File: src/rtl/flow_ctrl_pkg.sv
// Shared definitions for the multi-channel flow controller.
// Holds the one-hot channel state encoding, the fill-level class encoding
// and the watermark classification helper used by every channel.
package flow_ctrl_pkg;

  // One-hot channel states, exported on the debug state port
  typedef enum logic [3:0] {
    INIT        = 4'b0001,
    SPACE       = 4'b0010,
    ALMOST_FULL = 4'b0100,
    FULL        = 4'b1000
  } state_t;

  // Fill classes: MIDC is the hysteresis band between the two watermarks
  typedef enum logic [1:0] {
    LOWC  = 2'd0,
    MIDC  = 2'd1,
    HIGHC = 2'd2,
    FULLC = 2'd3
  } fill_cls_t;

  // Anything at or above depth counts as full, so an out-of-range fill
  // never wraps into a lower class.
  function automatic fill_cls_t classify(input int fill, input int depth,
                                         input int high_mark, input int low_mark);
    if (fill >= depth)          return FULLC;
    else if (fill >= high_mark) return HIGHC;
    else if (fill <= low_mark)  return LOWC;
    else                        return MIDC;
  endfunction

endpackage

File: src/rtl/flow_ctrl_ch.sv
// One flow-control channel: watermark FSM with registered producer enable,
// sticky overflow flag and saturating stall counter.
// Ports:
//   clk, reset  : clock, synchronous active-high reset
//   fill        : FIFO fill level for this channel
//   wr          : FIFO write strobe (used for overflow detection)
//   clr         : clears ovf and stall_cnt
//   enable      : registered producer enable
//   state       : one-hot FSM state for debug
//   ovf         : sticky overflow flag
//   stall_cnt   : saturating count of cycles with enable low
module flow_ctrl_ch
  import flow_ctrl_pkg::*;
#(
  parameter int DEPTH     = 16,
  parameter int HIGH_MARK = 12,
  parameter int LOW_MARK  = 4,
  parameter int STALL_W   = 16,
  parameter int CNT_W     = 5
) (
  input  logic               clk,
  input  logic               reset,
  input  logic [CNT_W-1:0]   fill,
  input  logic               wr,
  input  logic               clr,
  output logic               enable,
  output logic [3:0]         state,
  output logic               ovf,
  output logic [STALL_W-1:0] stall_cnt
);

  fill_cls_t          cls;
  logic [3:0]         state_q;
  logic               enable_q;
  logic               ovf_q;
  logic [STALL_W-1:0] stall_q;

  assign cls       = classify(int'(fill), DEPTH, HIGH_MARK, LOW_MARK);
  assign enable    = enable_q;
  assign state     = state_q;
  assign ovf       = ovf_q;
  assign stall_cnt = stall_q;

  // Watermark FSM. Enable is registered next to the state so it always
  // matches it; any corrupted (non-one-hot) state recovers through INIT.
  always_ff @(posedge clk) begin
    if (reset) begin
      state_q  <= INIT;
      enable_q <= 1'b1;
    end else begin
      case (state_q)
        INIT, SPACE, ALMOST_FULL, FULL: begin
          case (cls)
            FULLC: begin
              state_q  <= FULL;
              enable_q <= 1'b0;
            end
            HIGHC: begin
              state_q  <= ALMOST_FULL;
              enable_q <= 1'b0;
            end
            LOWC: begin
              state_q  <= SPACE;
              enable_q <= 1'b1;
            end
            default: begin
              // Inside the hysteresis band: keep the current enable polarity
              if (state_q == INIT || state_q == SPACE) begin
                state_q  <= SPACE;
                enable_q <= 1'b1;
              end else begin
                state_q  <= ALMOST_FULL;
                enable_q <= 1'b0;
              end
            end
          endcase
        end
        default: begin
          state_q  <= INIT;
          enable_q <= 1'b1;
        end
      endcase
    end
  end

  // Sticky overflow: a write into a full FIFO beats a simultaneous clear
  always_ff @(posedge clk) begin
    if (reset)                   ovf_q <= 1'b0;
    else if (wr && cls == FULLC) ovf_q <= 1'b1;
    else if (clr)                ovf_q <= 1'b0;
  end

  // Stall counter follows the channel's own enable register, not the ganged one
  always_ff @(posedge clk) begin
    if (reset)                                          stall_q <= '0;
    else if (clr)                                       stall_q <= '0;
    else if (!enable_q && stall_q != {STALL_W{1'b1}})  stall_q <= stall_q + STALL_W'(1);
  end

endmodule

File: src/rtl/flow_ctrl_mc.sv
// Multi-channel producer flow controller. Instantiates one flow_ctrl_ch per
// channel, slices the packed buses and optionally gangs all enables together.
// Ports:
//   clk, reset  : clock, synchronous active-high reset
//   fill        : packed fill levels, channel i at [i*CNT_W +: CNT_W]
//   wr, clr     : per-channel write strobe and ovf/stall clear
//   enable      : per-channel producer enable (AND of all channels when GANG=1)
//   state       : packed one-hot states, 4 bits per channel
//   ovf         : per-channel sticky overflow
//   stall_cnt   : packed stall counters, STALL_W bits per channel
module flow_ctrl_mc
  import flow_ctrl_pkg::*;
#(
  parameter  int NUM_CH    = 2,
  parameter  int DEPTH     = 16,
  parameter  int HIGH_MARK = 12,
  parameter  int LOW_MARK  = 4,
  parameter  int STALL_W   = 16,
  parameter  int GANG      = 0,
  localparam int CNT_W     = $clog2(DEPTH + 1)
) (
  input  logic                      clk,
  input  logic                      reset,
  input  logic [NUM_CH*CNT_W-1:0]   fill,
  input  logic [NUM_CH-1:0]         wr,
  input  logic [NUM_CH-1:0]         clr,
  output logic [NUM_CH-1:0]         enable,
  output logic [NUM_CH*4-1:0]       state,
  output logic [NUM_CH-1:0]         ovf,
  output logic [NUM_CH*STALL_W-1:0] stall_cnt
);

  logic [NUM_CH-1:0] ch_en;

  for (genvar i = 0; i < NUM_CH; i++) begin : g_ch
    flow_ctrl_ch #(
      .DEPTH     (DEPTH),
      .HIGH_MARK (HIGH_MARK),
      .LOW_MARK  (LOW_MARK),
      .STALL_W   (STALL_W),
      .CNT_W     (CNT_W)
    ) u_ch (
      .clk       (clk),
      .reset     (reset),
      .fill      (fill[i*CNT_W +: CNT_W]),
      .wr        (wr[i]),
      .clr       (clr[i]),
      .enable    (ch_en[i]),
      .state     (state[i*4 +: 4]),
      .ovf       (ovf[i]),
      .stall_cnt (stall_cnt[i*STALL_W +: STALL_W])
    );
  end

  // Ganging only affects the outputs; each channel keeps its own state
  if (GANG != 0) begin : g_gang
    assign enable = {NUM_CH{&ch_en}};
  end else begin : g_indep
    assign enable = ch_en;
  end

  if (!(LOW_MARK < HIGH_MARK && HIGH_MARK <= DEPTH)) begin : g_bad_marks
    $error("flow_ctrl_mc: watermarks must satisfy LOW_MARK < HIGH_MARK <= DEPTH");
  end

endmodule

File: config.mk
export PLATFORM = sky130hd
export DESIGN_NAME = flow_ctrl_mc
export DESIGN_NICKNAME = d
export VERILOG_FILES = /design/src/rtl/flow_ctrl_pkg.sv /design/src/rtl/flow_ctrl_ch.sv /design/src/rtl/flow_ctrl_mc.sv
export SDC_FILE = /design/constraint.sdc
export NUM_CORES = 1
export LEC_CHECK = 0
export ABC_AREA = 1
export BUFFER_PORTS_ARGS = -buffer_cell sky130_fd_sc_hd__buf_2
export CORE_MARGIN = 3
export CORE_UTILIZATION = 47
export CTS_CLUSTER_SIZE = 28
export DETAILED_ROUTE_END_ITERATION = 6
export HOLD_SLACK_MARGIN = 0.12
export PLACE_DENSITY = 0.83
export SLEW_MARGIN = 40
export SYNTH_ARGS = -nofsm -noshare
export SYNTH_HDL_FRONTEND = slang
export SYNTH_SLANG_ARGS = --single-unit
File: constraint.sdc
create_clock -name clk -period 2.15 [get_ports clk]
set_clock_uncertainty 0.05 [all_clocks]
set_input_delay 0.215 -clock clk [delete_from_list [all_inputs] [get_ports clk]]
set_output_delay 0.215 -clock clk [all_outputs]
set_load 0.02 [all_outputs]
# Word-level counts from Yosys, hierarchy flattened
# Index checks and enable logic that the tools add are counted.
[op_classes] addsub=2 magnitude_cmp=6 n_eq_ne=14 mux=18 bitwise_logic=2 reduce_logical=20
[ops] op="$add 16x1->16 const B" count=2
[ops] op="$ne 16x16->1 const B" count=2
[ops] op="$pmux 4 s3" count=2
[ops] op="$reduce_or 2->1" count=6
[ops] op="$ge 5x4->1 const B" count=2
[ops] op="$ge 5x5->1 const B" count=2
[ops] op="$le 5x3->1 const B" count=2
[ops] op="$eq 2x2->1 const B" count=4
[ops] op="$eq 4x1->1 const B" count=2
[ops] op="$eq 4x2->1 const B" count=2
[ops] op="$eq 4x3->1 const B" count=2
[ops] op="$eq 4x4->1 const B" count=2
[ops] op="$mux 1" count=8
[ops] op="$mux 2" count=4
[ops] op="$reduce_or 4->1" count=2
[ops] op="$mux 3" count=2
[ops] op="$logic_and 1x1->1" count=4
[ops] op="$logic_not 2->1" count=2
[ops] op="$pmux 1 s2" count=2
[ops] op="$reduce_bool 2->1" count=2
[ops] op="$logic_not 1->1" count=2
[ops] op="$logic_or 1x1->1" count=2
[ops] op="$not 1->1" count=2
[totals] ff_bits=44 input_bits=16 output_inout_bits=44 elab_cells=70

# Longest topological paths before layout
[logic_depth] word_depth=7 mapped_depth=10 mapped_depth_nobuf=10

# Hierarchy
# Synthesis repeated with hierarchy kept, for this count alone.
[hier_totals] hier_cells=340 area_unflattened_um2=2389.8
[by_module_without_submodules] module="flow_ctrl_ch" instances=2 cells_each=170 area_each_um2=1194.9 seq_area_each_um2=440.4

# Worst setup path after synthesis
# Ideal clock, no wire load.
[synth_path] path_type="flip-flop to flip-flop" startpoint="register g_ch[0].u_ch.stall_q[0]" endpoint="register g_ch[0].u_ch.stall_q[0]" setup_ns=0.116 t_arrival_ns=1.579 required_ns=1.984 path_slack_ns=0.405 path_stages_with_launch=10 path_buffers=1 period_less_slack_ns=1.745 path_cell_list="dfxtp_1 ha_1 nand3_1 nor2_2 nand2_1 nand2_2 inv_2 buf_2 nor2_1 nor2_1"
[synth_via] elab_chain_len=2 word_cells_on_any_way=3 classes_between="1 x add/sub; 1 x eq/ne; 1 x reduce/logical"
[synth_rtl] element="start: declaration" line="flow_ctrl_ch.sv:36" text="logic [STALL_W-1:0] stall_q;"
[synth_rtl] element="start signal: assignment" line="flow_ctrl_ch.sv:97" text="else if (!enable_q && stall_q != {STALL_W{1'b1}}) stall_q <= stall_q + STALL_W'(1);"
[synth_rtl] element="branches (longest 2 deep; another with $add 16x1->16)"
# Several ways; the timed one is not identified.
# A chain may end at the register's enable or synchronous reset.

# Worst setup path in the final report
[layout_path] startpoint="register g_ch[0].u_ch.stall_q[0]" endpoint="register g_ch[0].u_ch.stall_q[1]"
# The elaborated chain is that of the path after synthesis.

==> run metrics <==
CP Data Arrival Time=~2000 ps; Final period util=~84%; Synth Cell Area=roughly 2400 um2; Slew headroom=between 60% and 70%; min-delay worst type=input port to register; maximum vdd ir drop=~500 uV; FF+latch count, synth=44; main combinational cell family by area after synthesis=simple AND/OR/NAND/NOR gates; WP data required=approximately 2300 ps; HP Start=wr[1]; pwr dens=673 nW/um2; clk_lat worst skew=300 ps; CP Depth=8; WP buf/inv=1; leading cell type in the layout, fill and taps excluded=nand2_1; Resize count post-CTS=0; Ports=60; vias in the first global route=around 2200; total of max-cap violations=0; Final #Nets=448; most frequent cells in the layout=nand2_1 (124), buf_2 (59), nor2_1 (58), dfxtp_1 (44), inv_1 (34); CP Capture Type=register; P_leak=around 1.2 nW; Place WS=347 ps; global-route wire length before repair=between 9000 and 10000 um; FF-to-FF Start=g_ch[0].u_ch.stall_cnt[0]; Synth Area in XOR/XNOR=between 5 and 6%; post-synthesis sequential area ratio=36.6%; R2R Setup Slk=~340 ps; total CTS buffers=5; max-slew violation count=0; Initial DRC Count=~170; critical path cell sequence=ha_1, nand3_1, nor2_2, nand2_1, nand2_2, inv_2, nor2_1, nor2_1; RSZ-0062 raised after global routing=no; syn nets=between 300 and 400; average wire per standard cell=11.2 um; final setup vio count=0; Setup TNS=0 ps; die height=roughly 78 um; WHS Endpoint=g_ch[1].u_ch.ovf; Ys Warns=0; final worst slack=between 300 and 400 ps; First-pass DRT Iterations=6; R2R depth=8; proportion of synthesized area in mux cells=0%; WHS=roughly 130 ps; Core Area=about 4800 um2; Rows=25; Reg clk slew, reported paths=80 ps; Initial Util=roughly 50%; Non-Filler Instances=498; P&R area growth vs syn=18.6%; DR vias/cell=approximately 4.9; initial antenna violation count=0; simple-gate share of the synthesized area=between 30% and 40%; Hold Path Depth=3; final WL=5580 um; distinct cell type count after synthesis=31; share of layout cells above drive strength 1=around a fifth; HPWL Detailed=between 4000 and 5000 um; Synth Area in Compound Gates=approximately 11%; Clock Tree Buf Depth=2; via count=~2400; WS Path Type=register to register; CP peak stage delay=around 430 ps; CP top delay family=simple AND/OR/NAND/NOR gates; Routability Congestion=0.898; Post-Synth Adder-Cell Area=between 1 and 1.5%; # DRC=0; total gr overflow=0; antenna cell count=0; most frequent CP cell=nor2_1; Fmax=approximately 0.55 GHz; clock period minus worst slack=1810 ps; CP startpoint kind=register; TritonCTS Sinks=44; Total GRT Usage=roughly 20%; R2R Path End=g_ch[0].u_ch.stall_cnt[1]; Critical Path Slowest Stage Cell=dfxtp_1; Mapped Cells=around 370; final count of hold timing violations=0; synthesized area per cell=about 6.5 um2; maximum number of pins on one net before global-route repair=16; post-route ant nets=0; CP Max Fanout=13; Die W=just under 80 um; DIE AREA=~6000 um2; placed instance count=between 400 and 500; utilization after layout=between 50% and 60%; status=finished, final reports clean; Worst Tran Pin Value=516 ps; H-Tree Level Count=2; CTS tree=built; I/O Buffers=59; root buffer cell=clkbuf_8
## layout make-up
| class | count | area [um2] |
|---|---|---|
| fill | 473 | 2000 |
| sequential | 44 | 881 |
| timing repair buffer | 64 | 340 |
| multi-input combinational | 278 | 1310 |
| inverter | 37 | 141 |
| tap | 67 | 83.8 |
| clock inverter | 2 | 10.0 |
| clock buffer | 6 | 82.6 |
## synth_stat cells
| cell type | count | share of area [%] |
|---|---|---|
| a21oi_1 | 21 | 4.4 |
| a21oi_2 | 8 | 2.9 |
| and3_1 | 1 | 0.26 |
| buf_2 | 2 | 0.42 |
| buf_4 | 4 | 1.2 |
| buf_6 | 1 | 0.47 |
| buf_8 | 1 | 0.62 |
| clkbuf_1 | 1 | 0.16 |
| clkinv_1 | 1 | 0.16 |
| dfxtp_1 | 44 | 37 |
| ha_1 | 2 | 1.0 |
| inv_1 | 34 | 5.3 |
| inv_2 | 1 | 0.16 |
| inv_4 | 1 | 0.26 |
| nand2_1 | 124 | 19 |
| nand2_2 | 3 | 0.78 |
| nand3_1 | 7 | 1.5 |
| nand3b_1 | 1 | 0.31 |
| nand4_1 | 10 | 2.6 |
| nor2_1 | 58 | 9.0 |
| nor2_2 | 3 | 0.78 |
| nor2_4 | 3 | 1.4 |
| nor2b_1 | 1 | 0.26 |
| nor3_1 | 3 | 0.62 |
| nor3b_1 | 1 | 0.31 |
| o21a_1 | 1 | 0.31 |
| o21ai_0 | 15 | 3.1 |
| o21bai_1 | 1 | 0.31 |
| or2_2 | 1 | 0.26 |
| xnor2_1 | 7 | 2.5 |
| xor2_1 | 7 | 2.5 |
## per-stage QoR
stage               cell area, um2  power, mW
detailed placement            2730       1.39
global placement              2730       1.38
CTS                           2850       1.94
finish                        2850       1.92
global route                  2850       2.03
floorplan                     2410       1.31
## routing by layer
| layer | track usage (%) | vias up | wire (um) |
|---|---|---|---|
| met5 | 0 | - | 0 |
| li1 | - | 1273 | - |
| met4 | 6.41 | 0 | 71 |
| met3 | 4.64 | 8 | 375 |
| met1 | 25.4 | 1087 | 2480 |
| met2 | 32.2 | 77 | 2650 |
## repair_timing
| item | 4_1_cts | 5_1_grt |
|---|---|---|
| endpoints found under the hold margin | 3 | 0 |
| hold buffers | 3 | 0 |
| buffers inserted | 0 | 0 |
| endpoints found under the setup margin | 0 | 0 |
## worst max path at each step
stage,from,to,slack (ps)
global route,g_ch[0].u_ch.stall_cnt[0],g_ch[0].u_ch.stall_cnt[2],90
detailed placement,g_ch[0].u_ch.stall_cnt[0],g_ch[0].u_ch.stall_cnt[3],350
floorplan,g_ch[0].u_ch.stall_cnt[0],g_ch[0].u_ch.stall_cnt[0],410
finish,g_ch[0].u_ch.stall_cnt[0],g_ch[0].u_ch.stall_cnt[1],340
CTS,g_ch[0].u_ch.stall_cnt[0],g_ch[0].u_ch.stall_cnt[3],330
global placement,g_ch[0].u_ch.stall_cnt[0],g_ch[0].u_ch.stall_cnt[1],440
## cell families (layout without fill, tap and decap cells)
kind of cell             Yosys count  after routing
buffers and inverters             46            109
AO/OA/AOI/OAI                     46             46
adder cells (fa/ha/maj)            2              2
XOR/XNOR                          14             14
AND/OR/NAND/NOR                  216            216
flip-flops                        44             44
## report_power, final
part	switching (mW)	internal, mW
registers	0.0524	0.875
clock network	0.287	0.257
logic	0.316	0.134
total	0.655	1.27
## flip-flops by register name (all words and copies together) (netlist names)
signal / count
g_ch.u_ch.stall_cnt: 32
g_ch.u_ch.state: 8
g_ch.u_ch.enable: 2
g_ch.u_ch.ovf: 2
## worst register-to-register path: stages, from the launching register on
cell,delay (ps)
dfxtp_1,430
ha_1,250
nand3_1,170
nor2_2,180
nand2_1,110
nand2_2,210
inv_2,150
nor2_1,110
nor2_1,50
Power figures use the tool's default switching activity.
